**config.mk**
```make
export PLATFORM = sky130hd
export DESIGN_NAME = ysyx_22041412_clint_bridge_flat
export DESIGN_NICKNAME = d
export VERILOG_FILES = /design/src/rtl/ysyx_22041412_clint_bridge_pkg.sv /design/src/rtl/ysyx_22041412_clint_bridge_if.sv /design/src/rtl/ysyx_22041412_clint_wmerge.sv /design/src/rtl/ysyx_22041412_clint_bridge.sv /design/src/flat_wrapper.sv
export SDC_FILE = /design/constraint.sdc
export NUM_CORES = 1
export LEC_CHECK = 0
export BUFFER_PORTS_ARGS = -buffer_cell sky130_fd_sc_hd__buf_4
export CORE_ASPECT_RATIO = 1.25
export CORE_MARGIN = 5
export CORE_UTILIZATION = 55
export CTS_CLUSTER_SIZE = 12
export DETAILED_ROUTE_END_ITERATION = 10
export GPL_ROUTABILITY_DRIVEN = 0
export PLACE_DENSITY_LB_ADDON = 0.3
export SLEW_MARGIN = 20
export SYNTH_ARGS = -nofsm -noshare
export SYNTH_HDL_FRONTEND = slang
export SYNTH_SLANG_ARGS = --single-unit
```
**constraint.sdc**
```tcl
create_clock -name clk -period 2.4 [get_ports clk]
set_input_delay 0.48 -clock clk [delete_from_list [all_inputs] [get_ports clk]]
set_output_delay 0.48 -clock clk [all_outputs]
set_load 0.02 [all_outputs]
```
**src/rtl/ysyx_22041412_clint_bridge_pkg.sv**
```systemverilog
// Shared types and constants for the LSU-to-CLINT bridge: FSM states,
// CLINT rw_mode codes and the register offsets inside the CLINT window.
package ysyx_22041412_clint_bridge_pkg;

    typedef enum logic [2:0] {
        ST_IDLE,
        ST_DEC,
        ST_RD,
        ST_CAP,
        ST_WR,
        ST_RESP
    } state_e;

    typedef enum logic [1:0] {
        RW_NONE  = 2'd0,
        RW_RTIME = 2'd1,
        RW_RCMP  = 2'd2,
        RW_WCMP  = 2'd3
    } rw_mode_e;

    localparam logic [15:0] OFS_MTIMECMP = 16'h4000;
    localparam logic [15:0] OFS_MTIME    = 16'hBFF8;

endpackage

```
**src/rtl/ysyx_22041412_clint_bridge_if.sv**
```systemverilog
// LSU-side request/response channel of the CLINT bridge.
interface ysyx_22041412_clint_bridge_if;

    logic        req_valid;
    logic        req_ready;
    logic [31:0] req_addr;
    logic        req_wen;
    logic [63:0] req_wdata;
    logic [7:0]  req_wstrb;
    logic        rsp_valid;
    logic        rsp_ready;
    logic [63:0] rsp_rdata;
    logic        rsp_err;

    modport slave (
        input  req_valid, req_addr, req_wen, req_wdata, req_wstrb, rsp_ready,
        output req_ready, rsp_valid, rsp_rdata, rsp_err
    );

    modport master (
        output req_valid, req_addr, req_wen, req_wdata, req_wstrb, rsp_ready,
        input  req_ready, rsp_valid, rsp_rdata, rsp_err
    );

endinterface

```
**src/rtl/ysyx_22041412_clint_wmerge.sv**
```systemverilog
// Bytewise write merge: strobed bytes come from new_word, the rest from old_word.
module ysyx_22041412_clint_wmerge (
    input  logic [63:0] old_word,
    input  logic [63:0] new_word,
    input  logic [7:0]  strb,
    output logic [63:0] merged
);

    always_comb begin
        merged = old_word;
        for (int i = 0; i < 8; i++) begin
            if (strb[i]) begin
                merged[i*8 +: 8] = new_word[i*8 +: 8];
            end
        end
    end

endmodule

```
**src/rtl/ysyx_22041412_clint_bridge.sv**
```systemverilog
// MMIO front end for the CLINT: decodes LSU loads/stores to mtime/mtimecmp,
// sequences single-cycle CLINT modes and returns a registered response.
module ysyx_22041412_clint_bridge
    import ysyx_22041412_clint_bridge_pkg::*;
#(
    parameter logic [31:0] CLINT_BASE   = 32'h0200_0000,
    parameter logic [15:0] OFS_MTIMECMP = ysyx_22041412_clint_bridge_pkg::OFS_MTIMECMP,
    parameter logic [15:0] OFS_MTIME    = ysyx_22041412_clint_bridge_pkg::OFS_MTIME
) (
    input  logic                           clk,
    input  logic                           rst,
    ysyx_22041412_clint_bridge_if.slave    lsu,
    output logic                           clint_en,
    output logic [1:0]                     clint_rw_mode,
    output logic [63:0]                    clint_wdata,
    input  logic [63:0]                    clint_rdata
);

    state_e      state_q,   state_d;
    logic [31:0] addr_q,    addr_d;
    logic        wen_q,     wen_d;
    logic [63:0] wdata_q,   wdata_d;
    logic [7:0]  wstrb_q,   wstrb_d;
    logic [63:0] merge_q,   merge_d;
    rw_mode_e    rd_mode_q, rd_mode_d;
    logic        rmw_q,     rmw_d;
    logic [63:0] rdata_q,   rdata_d;
    logic        err_q,     err_d;

    rw_mode_e    mode;
    logic [63:0] merged;
    logic        hit;
    logic        at_cmp;
    logic        at_time;

    ysyx_22041412_clint_wmerge u_wmerge (
        .old_word (clint_rdata),
        .new_word (wdata_q),
        .strb     (wstrb_q),
        .merged   (merged)
    );

    assign hit     = (addr_q[31:16] == CLINT_BASE[31:16]) && (addr_q[2:0] == 3'b000);
    assign at_cmp  = hit && (addr_q[15:0] == OFS_MTIMECMP);
    assign at_time = hit && (addr_q[15:0] == OFS_MTIME);

    always_comb begin
        state_d     = state_q;
        addr_d      = addr_q;
        wen_d       = wen_q;
        wdata_d     = wdata_q;
        wstrb_d     = wstrb_q;
        merge_d     = merge_q;
        rd_mode_d   = rd_mode_q;
        rmw_d       = rmw_q;
        rdata_d     = rdata_q;
        err_d       = err_q;
        clint_en    = 1'b0;
        mode        = RW_NONE;
        clint_wdata = '0;

        unique case (state_q)
            ST_IDLE: begin
                if (lsu.req_valid) begin
                    addr_d  = lsu.req_addr;
                    wen_d   = lsu.req_wen;
                    wdata_d = lsu.req_wdata;
                    wstrb_d = lsu.req_wstrb;
                    rmw_d   = 1'b0;
                    rdata_d = '0;
                    err_d   = 1'b0;
                    state_d = ST_DEC;
                end
            end
            ST_DEC: begin
                // A zero-strobe store is a no-op regardless of where it points.
                if (wen_q) begin
                    if (wstrb_q == 8'h00) begin
                        state_d = ST_RESP;
                    end else if (at_cmp && wstrb_q == 8'hFF) begin
                        state_d = ST_WR;
                    end else if (at_cmp) begin
                        rmw_d     = 1'b1;
                        rd_mode_d = RW_RCMP;
                        state_d   = ST_RD;
                    end else begin
                        err_d   = 1'b1;
                        state_d = ST_RESP;
                    end
                end else if (at_time) begin
                    rd_mode_d = RW_RTIME;
                    state_d   = ST_RD;
                end else if (at_cmp) begin
                    rd_mode_d = RW_RCMP;
                    state_d   = ST_RD;
                end else begin
                    err_d   = 1'b1;
                    state_d = ST_RESP;
                end
            end
            ST_RD: begin
                clint_en = 1'b1;
                mode     = rd_mode_q;
                state_d  = ST_CAP;
            end
            ST_CAP: begin
                if (rmw_q) begin
                    merge_d = merged;
                    state_d = ST_WR;
                end else begin
                    rdata_d = clint_rdata;
                    state_d = ST_RESP;
                end
            end
            ST_WR: begin
                clint_en    = 1'b1;
                mode        = RW_WCMP;
                clint_wdata = rmw_q ? merge_q : wdata_q;
                state_d     = ST_RESP;
            end
            ST_RESP: begin
                if (lsu.rsp_ready) begin
                    state_d = ST_IDLE;
                end
            end
            default: state_d = ST_IDLE;
        endcase
    end

    always_ff @(posedge clk or negedge rst) begin
        if (!rst) begin
            state_q   <= ST_IDLE;
            addr_q    <= '0;
            wen_q     <= 1'b0;
            wdata_q   <= '0;
            wstrb_q   <= '0;
            merge_q   <= '0;
            rd_mode_q <= RW_NONE;
            rmw_q     <= 1'b0;
            rdata_q   <= '0;
            err_q     <= 1'b0;
        end else begin
            state_q   <= state_d;
            addr_q    <= addr_d;
            wen_q     <= wen_d;
            wdata_q   <= wdata_d;
            wstrb_q   <= wstrb_d;
            merge_q   <= merge_d;
            rd_mode_q <= rd_mode_d;
            rmw_q     <= rmw_d;
            rdata_q   <= rdata_d;
            err_q     <= err_d;
        end
    end

    assign clint_rw_mode = mode;
    assign lsu.req_ready = (state_q == ST_IDLE);
    assign lsu.rsp_valid = (state_q == ST_RESP);
    assign lsu.rsp_rdata = rdata_q;
    assign lsu.rsp_err   = err_q;

endmodule

```
**src/flat_wrapper.sv**
```systemverilog
// flat-port wrapper written by rule: the top's interface ports become plain ports
module ysyx_22041412_clint_bridge_flat import ysyx_22041412_clint_bridge_pkg::*;
#(
    parameter logic [31:0] CLINT_BASE   = 32'h0200_0000,
    parameter logic [15:0] OFS_MTIMECMP = ysyx_22041412_clint_bridge_pkg::OFS_MTIMECMP,
    parameter logic [15:0] OFS_MTIME    = ysyx_22041412_clint_bridge_pkg::OFS_MTIME
)
  (clk, rst, clint_en, clint_rw_mode, clint_wdata, clint_rdata, lsu_req_valid, lsu_req_addr, lsu_req_wen, lsu_req_wdata, lsu_req_wstrb, lsu_rsp_ready, lsu_req_ready, lsu_rsp_valid, lsu_rsp_rdata, lsu_rsp_err);
  ysyx_22041412_clint_bridge_if lsu_i ();
  input  logic clk;
  input  logic rst;
  output logic clint_en;
  output logic [1:0] clint_rw_mode;
  output logic [63:0] clint_wdata;
  input  logic [63:0] clint_rdata;
  input wire logic [$bits(lsu_i.req_valid)-1:0] lsu_req_valid;
  input wire logic [$bits(lsu_i.req_addr)-1:0] lsu_req_addr;
  input wire logic [$bits(lsu_i.req_wen)-1:0] lsu_req_wen;
  input wire logic [$bits(lsu_i.req_wdata)-1:0] lsu_req_wdata;
  input wire logic [$bits(lsu_i.req_wstrb)-1:0] lsu_req_wstrb;
  input wire logic [$bits(lsu_i.rsp_ready)-1:0] lsu_rsp_ready;
  output wire logic [$bits(lsu_i.req_ready)-1:0] lsu_req_ready;
  output wire logic [$bits(lsu_i.rsp_valid)-1:0] lsu_rsp_valid;
  output wire logic [$bits(lsu_i.rsp_rdata)-1:0] lsu_rsp_rdata;
  output wire logic [$bits(lsu_i.rsp_err)-1:0] lsu_rsp_err;
  assign lsu_i.req_valid = lsu_req_valid;
  assign lsu_i.req_addr = lsu_req_addr;
  assign lsu_i.req_wen = lsu_req_wen;
  assign lsu_i.req_wdata = lsu_req_wdata;
  assign lsu_i.req_wstrb = lsu_req_wstrb;
  assign lsu_i.rsp_ready = lsu_rsp_ready;
  assign lsu_req_ready = lsu_i.req_ready;
  assign lsu_rsp_valid = lsu_i.rsp_valid;
  assign lsu_rsp_rdata = lsu_i.rsp_rdata;
  assign lsu_rsp_err = lsu_i.rsp_err;
  ysyx_22041412_clint_bridge #(.CLINT_BASE(CLINT_BASE), .OFS_MTIMECMP(OFS_MTIMECMP), .OFS_MTIME(OFS_MTIME)) u_core (.clk(clk), .rst(rst), .lsu(lsu_i), .clint_en(clint_en), .clint_rw_mode(clint_rw_mode), .clint_wdata(clint_wdata), .clint_rdata(clint_rdata));
endmodule
```
# Yosys cells after proc, flatten, opt, wreduce, memory -nomap -nowiden
# Cells that the tools add are included.
dict set report word_totals {
  out_inout_bits 134
  reg_bits 240
  inputBits 173
}
dict set report classes {
  eq_ne 21
  muxes 41
  reduce_logical 17
}
# op n
set ops {}
lappend ops {{two-way mux 64 bit} 4}
lappend ops {{case mux 64 bit (2 select lines)} 1}
lappend ops {{two-way mux 8 bit} 8}
lappend ops {{two-way mux 3 bit} 7}
lappend ops {{case mux 3 bit (6 select lines)} 1}
lappend ops {{== test 16 x 10 -> 1 bit (second input constant)} 1}
lappend ops {{== test 16 x 15 -> 1 bit (second input constant)} 1}
lappend ops {{== test 16 bit (second input constant)} 1}
lappend ops {{inequality test 2 bit (second input constant)} 7}
lappend ops {{two-way mux 1 bit} 12}
lappend ops {{two-way mux 2 bit} 5}
lappend ops {{== test 8 bit (second input constant)} 1}
lappend ops {{zero test 8 bit} 1}
lappend ops {{== test 3 x 2 -> 1 bit (second input constant)} 2}
lappend ops {{== test 3 bit (second input constant)} 2}
lappend ops {{zero test 3 bit} 2}
lappend ops {{inequality test 3 bit (second input constant)} 2}
lappend ops {{AND reduction 2 bit} 3}
lappend ops {{AND reduction 3 bit} 2}
lappend ops {{AND reduction 6 bit} 1}
lappend ops {{AND reduction 5 bit} 1}
lappend ops {{logical AND 1 bit} 4}
lappend ops {{inequality test 2 x 1 -> 1 bit (second input constant)} 2}
lappend ops {{case mux 1 bit (2 select lines)} 2}
lappend ops {{5 further kinds} 6}

# Depth between registers and ports, before layout
dict set report depth {
  word_depth 8
  mapped_depth 9
  depth_no_buf 5
}

# Modules after synthesis
# From an unflattened synthesis, not the netlist that was laid out.
dict set report hier_totals {
  cells_unflattened 1154
  hier_area_um2 11388.4
}
# module instances cells_each area_per_inst_um2
set by_module_without_submodules {}
lappend by_module_without_submodules {ysyx_22041412_clint_bridge 1 1082 10337.4}
lappend by_module_without_submodules {ysyx_22041412_clint_wmerge 1 72 1051.0}

# Worst setup path before layout
# Ideal clock, no wire load.
dict set report synth_path {
  kind {register to output}
  start {register u_core.state_q[2]}
  end {output clint_rw_mode[0]}
  n_path_buf 1
  stages_incl_launch_ff 5
  slack_ns 0.283
  arrival_ns 1.637
  path_cell_list {dfrtp_1 > buf_2 > xnor2_1 > nor2_1 > a21boi_0}
}
dict set report synth_between {
  elab_chain_len 2
  elab_cells_between_ends 3
}
# item line_no
set synth_lines {}
lappend synth_lines {{start: declaration} ysyx_22041412_clint_bridge.sv:19} ;# state_e state_q, state_d;
lappend synth_lines {{start signal: assignment} ysyx_22041412_clint_bridge.sv:143} ;# state_q <= state_d;
lappend synth_lines {{== test 3 bit / == test 3 x 2 -> 1 bit (equally long branches)} ysyx_22041412_clint_bridge.sv:62} ;# unique case (state_q)
lappend synth_lines {{case mux 2 bit (2 select lines) (*)} ysyx_22041412_clint_bridge.sv:62}
lappend synth_lines {{end: declaration} flat_wrapper.sv:13} ;# output logic [1:0] clint_rw_mode;
# Mark *: on every way between the ends. The rest lies on a longest branch, timed or not.

# Worst setup path after layout
dict set report layout_path {
  start {register u_core.rmw_q}
  end {output clint_wdata[63]}
}
dict set report layout_between {
  elab_chain_len 2
}
# item line_no
set layout_lines {}
lappend layout_lines {{start: declaration} ysyx_22041412_clint_bridge.sv:26} ;# logic rmw_q, rmw_d;
lappend layout_lines {{start signal: assignment} ysyx_22041412_clint_bridge.sv:150} ;# rmw_q <= rmw_d;
lappend layout_lines {{two-way mux 64 bit} ysyx_22041412_clint_bridge.sv:118} ;# clint_wdata = rmw_q ? merge_q : wdata_q;
lappend layout_lines {{two-way mux 64 bit} ysyx_22041412_clint_bridge.sv:62}
lappend layout_lines {{end: declaration} flat_wrapper.sv:14} ;# output logic [63:0] clint_wdata;
# No other way between the ends.

==> results.toml <==
[detailed_routing]
routed_wirelength_um = 30900
avgViaCountPerCell = 5.28
drc = 0
firstDrtPassIters = 5
ant_nets = 0
num_vias = 9435
detail_route.wl_per_cell_um = 17.3
drtIter0Drc = 654

[die]
coreArea_um2 = 19500
ios = 307
start_util = 0.561
die_h_um = 168
dieArea_um2 = 22900
rows = 57
die_x_um = 136

[synth]
synth-simple-area-share = 0.220
avgSynthCellArea_um2 = 8.94
synth_fa_ha_area_frac = 0
synth.area.mux_share = 0.118
netlist_top_cells_area = "dfrtp_1 55%, nand2_1 18%, mux2i_1 12%, o21ai_0 4.9%, nor2_1 2.4%"
syn_inst = 1225
yosysUniqueCellTypes = 39
ys_seq_area_frac = 0.548
synth_most_common_cell = "nand2_1"
synth_edf_count = 0
synth_seq_cells = 240
synth-xor-area-share = 0.000800
yosysTopAreaCell = "dfrtp_1"
synth_fp_nets = 1398
synth_common_cells = "511 x nand2_1, 240 x dfrtp_1, 128 x mux2i_1, 107 x o21ai_0, 71 x nor2_1"
synth_area_um2 = 11000
synth.top_cell.area_share = 0.548
async_flop_share = 1.00
synth-main-ff-cell = "dfrtp_1"
synth_compound_area_frac = 0.0721
synth_top_family_by_area = "simple AND/OR/NAND/NOR gates"
ys_warn_count = 0

[power_and_ir_drop]
powerDensity_nw_per_um2 = 991
ir_drop_uv = 586
power_leakage_nw = 7.21
power.total_mw = 14.2

[outcome]
outcome = "finished, final reports clean"

[setup_path]
rr_worst_depth = 6
rrSetupSlack_ns = 0.35
end_kind = "primary output"
crit_fanout = 31
r2r-end = "u_core.wdata_q[33]"
required_ns = 1.92
rr_startpoint = "u_core.state_q[1]"
path_class = "register to primary output"
worstPathArrival_ns = 1.83
cp-start-kind = "register"

[min_path]
hold_end = "u_core.addr_q[30]"
hold_class = "input pin to register"
hold_depth = 3
hp-start = "lsu_req_addr[30]"

[grt]
overflow = 0
grt_max_degree = 108
grt_usage = 0.264
grt_pass1_wl_um = 48700
grt_pass1_vias = 9626
antenna_found_initial = 0

[placement]
port_buffers = 306
hpwl_um = 21800
pre_cts_slack_ns = 0.429

[clocking]
insertion_delay_ns = 0.51
clockBufferDepth = 3
htree_levels = 1
clockRootBuffer = "clkbuf_16"
clk_pin_slew_ns = 0.06
cts_tree = "done"
cts_sinks = 240
cts_made_buffers = 24

[sta]
tightestPinTransition_ns = 0.680
fmax_ghz = 0.434
setup_viol = 0
fin_crit_sh = 0.961
setup_slack_ns = 0.0941
drv_slew = 0
hold_violations = 0
slew-limit-headroom = 0.547
layout_min_cycle_time_ns = 2.31
finalClockSkew_ns = 0.0190

[layout]
drive_above_1_share = 0.255
nets = 1686
syn_to_final_growth_pct = 30.8
register_area_um2 = 6010
n_antenna_cell = 0
fill_cells = 1515
multi_input_comb_area_um2 = 4550

[run]
cap_violations = 0
## layout make-up
class / count / share of cell area
multi-input cells: 894 / 0.317
clock buffers: 34 / 0.0481
inverters: 7 / 0.00183
well taps: 265 / 0.0231
flip-flops and latches: 240 / 0.420
repair buffers: 346 / 0.190
## state kept, by name (all words and copies together) (netlist names)
name                  count
u_core.lsu.rsp_rdata     64
u_core.merge_q           64
u_core.wdata_q           64
u_core.addr_q            32
u_core.wstrb_q            8
u_core.state_q            3
u_core.rd_mode_q          2
u_core.lsu.rsp_err        1
u_core.rmw_q              1
u_core.wen_q              1
## layout by cell type, fill, tap and decap left out, types with 7 or more instances in the layout
| cell type | count |
|---|---|
| nand2_1 | 508 |
| buf_4 | 335 |
| dfrtp_1 | 238 |
| mux2i_1 | 128 |
| o21ai_0 | 107 |
| nor2_1 | 70 |
| o21ai_1 | 26 |
| clkbuf_16 | 25 |
| buf_12 | 9 |
| a21oi_1 | 7 |
## cell families (layout without fill, tap and decap cells)
group | Yosys count | in the layout
xor gates and xnor gates | 1 | 1
muxes | 129 | 129
DFF | 240 | 240
buffers and inverters | 91 | 387
AOI/OAI and AO/OA | 151 | 151
and+or+nand+nor | 613 | 613
## worst max path at each step
stage / slack, ns / end / start / cells past startpoint
floorplan: 0.28 / clint_rw_mode[0] / u_core.state_q[2] / 4
global placement: 0.45 / clint_rw_mode[1] / u_core.state_q[1] / 4
detailed placement: 0.43 / clint_rw_mode[1] / u_core.state_q[1] / 4
CTS: 0.006 / clint_wdata[46] / u_core.state_q[1] / 5
global route: -0.005 / clint_wdata[46] / u_core.state_q[1] / 5
finish: 0.09 / clint_wdata[63] / u_core.rmw_q / 4
## power by group
part           switching [mW]  internal, mW  total [mW]
sequential              0.622          4.89        5.51
combinational            3.04          2.22        5.26
clock                    1.46          1.96        3.42
total                    5.12          9.07        14.2
## metal layers
metal	up-vias	track usage	routed length, µm	part of all wire
li1	4549	-	-	-
met5	-	0	0	0
met3	84	0.0460	1950	0.063
met1	4482	0.319	12000	0.39
met4	0	0.0929	1110	0.036
met2	320	0.474	15900	0.51
## through the flow
| step | TNS, ns | hold slack, ns | cell area [µm²] | utilization | instances |
|---|---|---|---|---|---|
| 6_report | 0 | 0.153 | 14300 | 0.733 | 1786 |
| 5_1_grt | -0.00495 | 0.149 | 14300 | 0.733 | 1786 |
| 4_1_cts | 0 | 0.136 | 14300 | 0.732 | 1784 |
| 3_5_place_dp | 0 | 0.463 | 13600 | 0.695 | 1749 |
| 3_3_place_gp | 0 | 0.457 | 13600 | 0.695 | 1749 |
| 2_1_floorplan | 0 | 0.184 | 11000 | - | 1225 |
## worst max-delay path: stages, from the launching register on
cell and delay (ns):
dfrtp_4 0.44, buf_12 0.26, mux2i_1 0.33, nor2_1 0.10, buf_4 0.17
## timing repair
item | in CTS | in global routing
setup endpoints to repair | 59 | 59
resized for setup | 4 | 4
endpoints found under the hold margin | 53 | 0
setup buffers | 0 | 2
hold buffers | 1 | 0
No activity file was read; power rests on OpenSTA's default activity.
